## config.mk

```make
export PLATFORM = sky130hd
export DESIGN_NAME = alu_core
export DESIGN_NICKNAME = d
export VERILOG_FILES = /design/src/rtl/alu_pkg.sv /design/src/rtl/alu_compare.sv /design/src/rtl/alu_core.sv
export SDC_FILE = /design/constraint.sdc
export NUM_CORES = 1
export LEC_CHECK = 0
export ABC_CLOCK_PERIOD_IN_PS = 9600
export CORE_ASPECT_RATIO = 2
export CORE_UTILIZATION = 50
export DETAILED_ROUTE_END_ITERATION = 8
export GPL_TIMING_DRIVEN = 0
export MAX_ROUTING_LAYER = met4
export PLACE_DENSITY = 0.74
export SLEW_MARGIN = 40
export SYNTH_ARGS = -nofsm -noshare
export SYNTH_HDL_FRONTEND = slang
export SYNTH_HIERARCHICAL = 1
export SYNTH_SLANG_ARGS = --single-unit
```

## constraint.sdc

```tcl
create_clock -name vclk -period 9.6
set_input_delay 1.92 -clock vclk [all_inputs]
set_output_delay 1.92 -clock vclk [all_outputs]
set_load 0.03 [all_outputs]
```

## src/rtl/alu_pkg.sv

```systemverilog
// Shared definitions for the RV32I ALU: operation encodings and datapath widths.
package alu_pkg;

  localparam int XLEN         = 32;
  localparam int SHAMT_W      = 5;
  localparam int SRAI_IMM_BIT = 10;

  typedef enum logic [3:0] {
    OP_ADD    = 4'd0,
    OP_SUB    = 4'd1,
    OP_AND    = 4'd2,
    OP_OR     = 4'd3,
    OP_XOR    = 4'd4,
    OP_SLL    = 4'd5,
    OP_SRL    = 4'd6,
    OP_SRA    = 4'd7,
    OP_SLT    = 4'd8,
    OP_SLTU   = 4'd9,
    OP_PASS_B = 4'd10
  } alu_op_e;

endpackage

```

## src/rtl/alu_compare.sv

```systemverilog
// Operand comparator shared by branch resolution and the SLT/SLTU results.
module alu_compare
  import alu_pkg::*;
(
  input  logic [XLEN-1:0] A,
  input  logic [XLEN-1:0] B,
  output logic            equal,
  output logic            less_than,
  output logic            less_than_unsigned
);

  logic signed [XLEN-1:0] a_s;
  logic signed [XLEN-1:0] b_s;

  assign a_s = A;
  assign b_s = B;

  assign equal              = (A == B);
  assign less_than          = (a_s < b_s);
  assign less_than_unsigned = (A < B);

endmodule

```

## src/rtl/alu_core.sv

```systemverilog
// Combinational RV32I ALU with compare flags; optional registered result copy
// enabled by defining ALU_RESULT_REG_EN.
module alu_core
  import alu_pkg::*;
(
  input  logic            clk,
  input  logic            reset,
  input  logic [3:0]      alu_control,
  input  logic            alu_src,
  input  logic [XLEN-1:0] A,
  input  logic [XLEN-1:0] B,
  output logic [XLEN-1:0] result,
  output logic            equal,
  output logic            less_than,
  output logic            less_than_unsigned,
  output logic [XLEN-1:0] result_q
);

  logic signed [XLEN-1:0] a_s;
  logic [SHAMT_W-1:0]     shamt;
  logic                   srai_sel;

  assign a_s   = A;
  assign shamt = B[SHAMT_W-1:0];
  // SRAI shares funct3 with SRLI; funct7[5] arrives in immediate bit 10.
  assign srai_sel = alu_src && B[SRAI_IMM_BIT];

  alu_compare u_compare (
    .A                  (A),
    .B                  (B),
    .equal              (equal),
    .less_than          (less_than),
    .less_than_unsigned (less_than_unsigned)
  );

  always_comb begin
    result = '0;
    case (alu_control)
      OP_ADD:    result = A + B;
      OP_SUB:    result = A - B;
      OP_AND:    result = A & B;
      OP_OR:     result = A | B;
      OP_XOR:    result = A ^ B;
      OP_SLL:    result = A << shamt;
      OP_SRL:    result = srai_sel ? XLEN'(a_s >>> shamt) : (A >> shamt);
      OP_SRA:    result = XLEN'(a_s >>> shamt);
      OP_SLT:    result = {{(XLEN-1){1'b0}}, less_than};
      OP_SLTU:   result = {{(XLEN-1){1'b0}}, less_than_unsigned};
      OP_PASS_B: result = B;
      default:   result = '0;
    endcase
  end

`ifdef ALU_RESULT_REG_EN
  // Trace copy of the execute result, one cycle behind.
  always_ff @(posedge clk or posedge reset) begin
    if (reset) begin
      result_q <= '0;
    end else begin
      result_q <= result;
    end
  end
`else
  logic unused_clk_reset;
  assign unused_clk_reset = &{1'b0, clk, reset};
  assign result_q = '0;
`endif

endmodule

```

==> impl_results.html, run 1 <==
<table>
<tr><th>Metric</th><th>Value</th></tr>
<tr><th colspan="2">Outcome</th></tr>
<tr><td>Result of the run</td><td>aborted with a tool error</td></tr>
<tr><td>Last step reached</td><td>5_1_grt</td></tr>
<tr><td>First error in the log</td><td>[ERROR GRT-0116] Global routing finished with congestion. Check the congestion regions in the DRC Viewer.</td></tr>
<tr><th colspan="2">Floorplan</th></tr>
<tr><td>Starting utilization of the core area</td><td>0.513</td></tr>
<tr><td>IO Pins</td><td>138</td></tr>
<tr><td>Die X</td><td>100 um</td></tr>
<tr><td>Die height</td><td>199 um</td></tr>
<tr><td>Row count</td><td>71</td></tr>
<tr><th colspan="2">Placement</th></tr>
<tr><td>Cell area after placement</td><td>11200 um^2</td></tr>
<tr><td>Final weighted congestion in routability-driven placement</td><td>1.25</td></tr>
<tr><td>Number of input and output port buffers inserted</td><td>103</td></tr>
<tr><td>Post-detail-place hpwl</td><td>46200 um</td></tr>
<tr><th colspan="2">Yosys</th></tr>
<tr><td>Share of cell area taken by muxes after synthesis</td><td>0.174</td></tr>
<tr><td>Xor/xnor cell area share of the yosys netlist</td><td>0.0462</td></tr>
<tr><td>Area of the mapped netlist</td><td>9670 um^2</td></tr>
<tr><td>Dominant cells by area after synthesis</td><td>sky130_fd_sc_hd__ha_1 17%, sky130_fd_sc_hd__mux2i_1 7.8%, sky130_fd_sc_hd__mux4_2 7.0%</td></tr>
<tr><td>Post-synthesis compound-gate area fraction</td><td>0.302</td></tr>
<tr><td>Cell count after synthesis</td><td>1411</td></tr>
<tr><td>Count of unique library cells instantiated by Yosys</td><td>79</td></tr>
<tr><td>Mean instance size in the synthesized netlist</td><td>6.85 um^2</td></tr>
<tr><td>Sequential element share of the synthesized area</td><td>0</td></tr>
<tr><td>Warnings from Yosys</td><td>6</td></tr>
<tr><td>Area fraction of the dominant cell type after synthesis</td><td>0.167</td></tr>
<tr><td>Adder and majority gate portion of the synthesized area</td><td>0.169</td></tr>
<tr><td>Largest family of logic cells by synthesized area</td><td>compound AO/OA/AOI/OAI gates</td></tr>
<tr><td>Dominant cell type by area after synthesis</td><td>sky130_fd_sc_hd__ha_1</td></tr>
<tr><td>Share of synthesized cell area in and, or, nand and nor gates</td><td>0.201</td></tr>
<tr><th colspan="2">CTS</th></tr>
<tr><td>Number of buffers inserted by hold repair at cts</td><td>0</td></tr>
<tr><th colspan="2">Global route</th></tr>
<tr><td>Total track usage</td><td>0.664</td></tr>
<tr><td>Vias in the first global route</td><td>13.8k</td></tr>
<tr><td>Largest net degree at the start of global routing</td><td>22</td></tr>
<tr><td>Wire length of the first global-routing pass</td><td>93200 um</td></tr>
<tr><td>Grt ovf</td><td>8</td></tr>
</table>
kinds of logic after synthesis:
family,after synthesis
AO/OA/AOI/OAI,445
AND/OR/NAND/NOR,421
adder cells (fa/ha/maj),130
XOR/XNOR,51
other,1
multiplexers,122
buffers and inverters,241
synthesized netlist by cell type (10+ instances only):
library cell / number
sky130_fd_sc_hd__mux4_2: 30
sky130_fd_sc_hd__nand2_1: 126
sky130_fd_sc_hd__nor3_1: 29
sky130_fd_sc_hd__o22ai_1: 10
sky130_fd_sc_hd__o21ai_0: 109
sky130_fd_sc_hd__a21o_1: 11
sky130_fd_sc_hd__nand4_1: 18
sky130_fd_sc_hd__buf_4: 32
sky130_fd_sc_hd__ha_1: 129
sky130_fd_sc_hd__o221ai_1: 11
sky130_fd_sc_hd__a31oi_1: 10
sky130_fd_sc_hd__a21oi_1: 118
sky130_fd_sc_hd__a221oi_1: 20
sky130_fd_sc_hd__a22oi_1: 10
sky130_fd_sc_hd__mux2i_1: 75
sky130_fd_sc_hd__mux2_2: 13
sky130_fd_sc_hd__a211oi_1: 17
sky130_fd_sc_hd__nor2_1: 151
sky130_fd_sc_hd__o31ai_1: 10
sky130_fd_sc_hd__inv_1: 111
sky130_fd_sc_hd__nand3_1: 32
sky130_fd_sc_hd__buf_1: 15
sky130_fd_sc_hd__xnor2_1: 39
sky130_fd_sc_hd__o211ai_1: 28
sky130_fd_sc_hd__a211o_1: 14
sky130_fd_sc_hd__buf_2: 12
sky130_fd_sc_hd__xor2_1: 12
sky130_fd_sc_hd__clkbuf_1: 67
metrics by stage:
| step | worst slack [ns] | utilization | std cells | hold WS (ns) | TNS (ns) |
|---|---|---|---|---|---|
| 4_1_cts | 0.0150 | 0.596 | 1801 | 5.20 | 0 |
| 3_5_place_dp | -1.40 | 0.594 | 1804 | 5.18 | -12.69 |
| 3_3_place_gp | -1.35 | 0.591 | 1800 | 5.17 | -13.30 |
| 2_1_floorplan | 0.916 | - | 1442 | 4.21 | 0 |
per-layer routing:
layer,overflow,GRT usage
met1,0,0.648
met4,6,0.702
met2,2,0.875
met3,0,0.373
met5,-,-
what timing repair did:
| action | 4_1_cts |
|---|---|
| buffers inserted | 0 |
| setup endpoints to repair | 19 |
| hold endpoints to repair | 0 |
| resized for setup | 18 |
==> run 2: changes to the inputs <==
- CORE_ASPECT_RATIO: 2 -> default
- CORE_UTILIZATION: 50 -> 35
- MAX_ROUTING_LAYER: met4 -> default
- PLACE_DENSITY: 0.74 -> default
- PLACE_DENSITY_LB_ADDON: default -> 0.15
==> run 2 against run 1 <==
The flow now finishes without violations. Synthesized area is the same. Synthesized cell count unchanged.
==> impl_results.html, run 2 <==
<table>
<tr><th>Metric</th><th>Value</th></tr>
<tr><th colspan="2">Routing</th></tr>
<tr><td>Post-route ant nets</td><td>0</td></tr>
<tr><td>DRC errors left</td><td>0</td></tr>
<tr><td>Wire length reported by the detailed router</td><td>60800 um</td></tr>
<tr><td>Detailed-router iteration count before antenna repair</td><td>7</td></tr>
<tr><td>Starting DRC count in detailed routing</td><td>1730</td></tr>
<tr><td>Average wire per standard cell</td><td>32.2 um</td></tr>
<tr><td>Via density</td><td>6.66</td></tr>
<tr><td>Number of vias after detailed routing</td><td>12.6k</td></tr>
<tr><th colspan="2">Layout</th></tr>
<tr><td>Area taken by flip-flops and latches</td><td>0 um^2</td></tr>
<tr><td>Share of cells above drive strength 1</td><td>0.0966</td></tr>
<tr><td>Most common cell after layout, fill and taps aside</td><td>sky130_fd_sc_hd__nor2_1</td></tr>
<tr><td>Post-synthesis to final-layout area growth</td><td>18.0%</td></tr>
<tr><td>Sequential cell count of the final layout</td><td>0</td></tr>
<tr><td># clk buffers</td><td>0</td></tr>
<tr><td>Commonest cells after routing, fill and taps aside</td><td>146 x sky130_fd_sc_hd__nor2_1, 127 x sky130_fd_sc_hd__ha_1, 126 x sky130_fd_sc_hd__nand2_1</td></tr>
<tr><td>Nets@finish</td><td>1746</td></tr>
<tr><td>Number of filler cells placed in the layout</td><td>2885</td></tr>
<tr><td>Number of cells in the finished layout apart from fillers</td><td>1885</td></tr>
<tr><th colspan="2">Placement</th></tr>
<tr><td>Cell count after placement</td><td>1889</td></tr>
<tr><td>Final weighted congestion in routability-driven placement</td><td>1.05</td></tr>
<tr><td>Worst setup slack before clock tree synthesis</td><td>-1.36 ns</td></tr>
<tr><td>Post-detail-place hpwl</td><td>49300 um</td></tr>
<tr><td>Number of input and output port buffers inserted</td><td>103</td></tr>
<tr><th colspan="2">STA</th></tr>
<tr><td>Minimum clock period after layout</td><td>9.49 ns</td></tr>
<tr><td>Maximum operating frequency</td><td>105 MHz</td></tr>
<tr><td>Hold violation total from the final report</td><td>0</td></tr>
<tr><td>Number of pins with negative max-slew slack in the final report</td><td>0</td></tr>
<tr><td>Period utilization</td><td>0.989</td></tr>
<tr><td>Least-Margin Pin Slew</td><td>0.968 ns</td></tr>
<tr><td>Worst Setup Slack, final</td><td>0.106 ns</td></tr>
<tr><td>Worst slew margin</td><td>0.355</td></tr>
<tr><td>RSZ-0062 raised after global routing</td><td>false</td></tr>
<tr><td>Final setup violating endpoints</td><td>0</td></tr>
<tr><th colspan="2">Critical path</th></tr>
<tr><td>Kind of end point of the critical path</td><td>output port</td></tr>
<tr><td>Crit-path max FO</td><td>10</td></tr>
<tr><td>Required time reported for the critical path endpoint</td><td>7.68 ns</td></tr>
<tr><td>Kind of start point of the critical path</td><td>input pin</td></tr>
<tr><td>Critical path class</td><td>in2out</td></tr>
<tr><td>Arrival time of data at the critical path endpoint</td><td>7.57 ns</td></tr>
<tr><th colspan="2">Yosys</th></tr>
<tr><td>Count of unique library cells instantiated by Yosys</td><td>79</td></tr>
<tr><td>Cell with the most instances after synthesis</td><td>sky130_fd_sc_hd__nor2_1</td></tr>
<tr><td>Sequential element share of the synthesized area</td><td>0</td></tr>
<tr><td>Dominant cells by area after synthesis</td><td>sky130_fd_sc_hd__ha_1 17%, sky130_fd_sc_hd__mux2i_1 7.8%, sky130_fd_sc_hd__mux4_2 7.0%</td></tr>
<tr><td>Cell count after synthesis</td><td>1411</td></tr>
<tr><td>Mean instance size in the synthesized netlist</td><td>6.85 um^2</td></tr>
<tr><td>Warnings from Yosys</td><td>6</td></tr>
<tr><td>Most numerous cell types in the synthesized netlist</td><td>151 x sky130_fd_sc_hd__nor2_1, 129 x sky130_fd_sc_hd__ha_1, 126 x sky130_fd_sc_hd__nand2_1</td></tr>
<tr><td>Area of the mapped netlist</td><td>9670 um^2</td></tr>
<tr><td>Dominant cell type by area after synthesis</td><td>sky130_fd_sc_hd__ha_1</td></tr>
<tr><td>Area fraction of the dominant cell type after synthesis</td><td>0.167</td></tr>
<tr><th colspan="2">Floorplan</th></tr>
<tr><td>Area of the die</td><td>28300 um^2</td></tr>
<tr><td>Starting utilization of the core area</td><td>0.358</td></tr>
<tr><td>Die X</td><td>168 um</td></tr>
<tr><td>Floorplan Core Area</td><td>27000 um^2</td></tr>
<tr><td>IO Pins</td><td>138</td></tr>
<tr><td>Row count</td><td>60</td></tr>
<tr><td>Die height</td><td>168 um</td></tr>
<tr><th colspan="2">Global route</th></tr>
<tr><td>Wire length of the first global-routing pass</td><td>85100 um</td></tr>
<tr><td>Initial antenna violation count</td><td>1</td></tr>
<tr><td>Largest net degree at the start of global routing</td><td>13</td></tr>
<tr><td>Total track usage</td><td>0.418</td></tr>
<tr><td>Grt ovf</td><td>0</td></tr>
<tr><td>Vias in the first global route</td><td>11.5k</td></tr>
<tr><th colspan="2">CTS</th></tr>
<tr><td>Post-cts sizing count</td><td>28</td></tr>
<tr><td>Number of buffers inserted by hold repair at cts</td><td>0</td></tr>
<tr><td>Post-CTS setup buffer count</td><td>0</td></tr>
<tr><th colspan="2">Worst hold path</th></tr>
<tr><td>Worst min-delay path category</td><td>in2out</td></tr>
<tr><td>Worst Hold Path Cells</td><td>5</td></tr>
<tr><td>Hold Path Sink</td><td>result[28]</td></tr>
<tr><td>Hold path start</td><td>alu_control[0]</td></tr>
<tr><th colspan="2">Job</th></tr>
<tr><td>Number of maximum-capacitance violations</td><td>0</td></tr>
<tr><th colspan="2">Outcome</th></tr>
<tr><td>Result of the run</td><td>complete, no violations</td></tr>
</table>
run 2: cell type report:
type | count | area, um^2 | area share
plain buffers | 122 | 627 | 0.0550
repair buffers | 106 | 1050 | 0.0921
multi-input cells | 1201 | 8870 | 0.778
well taps | 341 | 427 | 0.0374
inverters | 114 | 428 | 0.0375
diodes | 1 | 2.50 | 0.000219
run 2: how the worst max path moves through the flow:
| stage | start | endpoint | slack [ns] | cells past startpoint |
|---|---|---|---|---|
| final | B[4] | result[20] | 0.11 | 16 |
| after global routing | B[4] | result[20] | 0.02 | 16 |
| after CTS | B[0] | result[25] | 0.01 | 23 |
| after detailed placement | B[0] | result[25] | -1.36 | 23 |
| after global placement | B[0] | result[25] | -1.79 | 23 |
| after floorplan | B[0] | result[25] | 0.92 | 20 |
run 2: cell families (layout without fill, tap and decap cells):
group,after synthesis,in the layout,share of synthesized area
buffers and inverters,241,342,0.108
adder cells (fa/ha/maj),130,130,0.169
other,1,33,0.000388
multiplexers,122,122,0.174
XOR/XNOR,51,51,0.0462
AND/OR/NAND/NOR,421,421,0.201
AO/OA/AOI/OAI,445,445,0.302
run 2: critical path, stage by stage:
cell and delay (ns):
sky130_fd_sc_hd__clkdlybuf4s50_1 0.52, sky130_fd_sc_hd__clkbuf_2 0.45, sky130_fd_sc_hd__clkbuf_2 0.46, sky130_fd_sc_hd__clkbuf_1 0.54
sky130_fd_sc_hd__clkbuf_2 0.43, sky130_fd_sc_hd__xnor2_1 0.13, sky130_fd_sc_hd__ha_1 0.35, sky130_fd_sc_hd__a21o_1 0.23
sky130_fd_sc_hd__a31o_2 0.25, sky130_fd_sc_hd__a22o_1 0.29, sky130_fd_sc_hd__a21oi_1 0.28, sky130_fd_sc_hd__o21a_1 0.27
sky130_fd_sc_hd__nor4_1 0.13, sky130_fd_sc_hd__a2111oi_2 0.52, sky130_fd_sc_hd__nand3_1 0.16, sky130_fd_sc_hd__clkdlybuf4s50_1 0.63
run 2: layer usage:
| metal | up-vias | track usage | share of wire |
|---|---|---|---|
| met3 | 182 | 0.0818 | 0.11 |
| met5 | - | 0 | 0 |
| met1 | 6043 | 0.563 | 0.41 |
| met4 | 0 | 0.189 | 0.052 |
| li1 | 5433 | - | - |
| met2 | 900 | 0.640 | 0.43 |
run 2: stage by stage:
step	TNS [ns]	cell area [um^2]	hold WS, ns	util
final	0	11400	5.00	0.422
after global routing	0	11400	5.02	0.422
after CTS	0	11400	5.10	0.420
after detailed placement	-8.23	11300	5.27	0.418
after global placement	-17.42	11200	5.29	0.416
after floorplan	0	9780	4.21	-
==> run 3: changes to the inputs <==
- CAP_MARGIN: default -> 10
==> results of run 3 <==
Same layout as run 2: the final DEF is identical, and so are final timing and power.
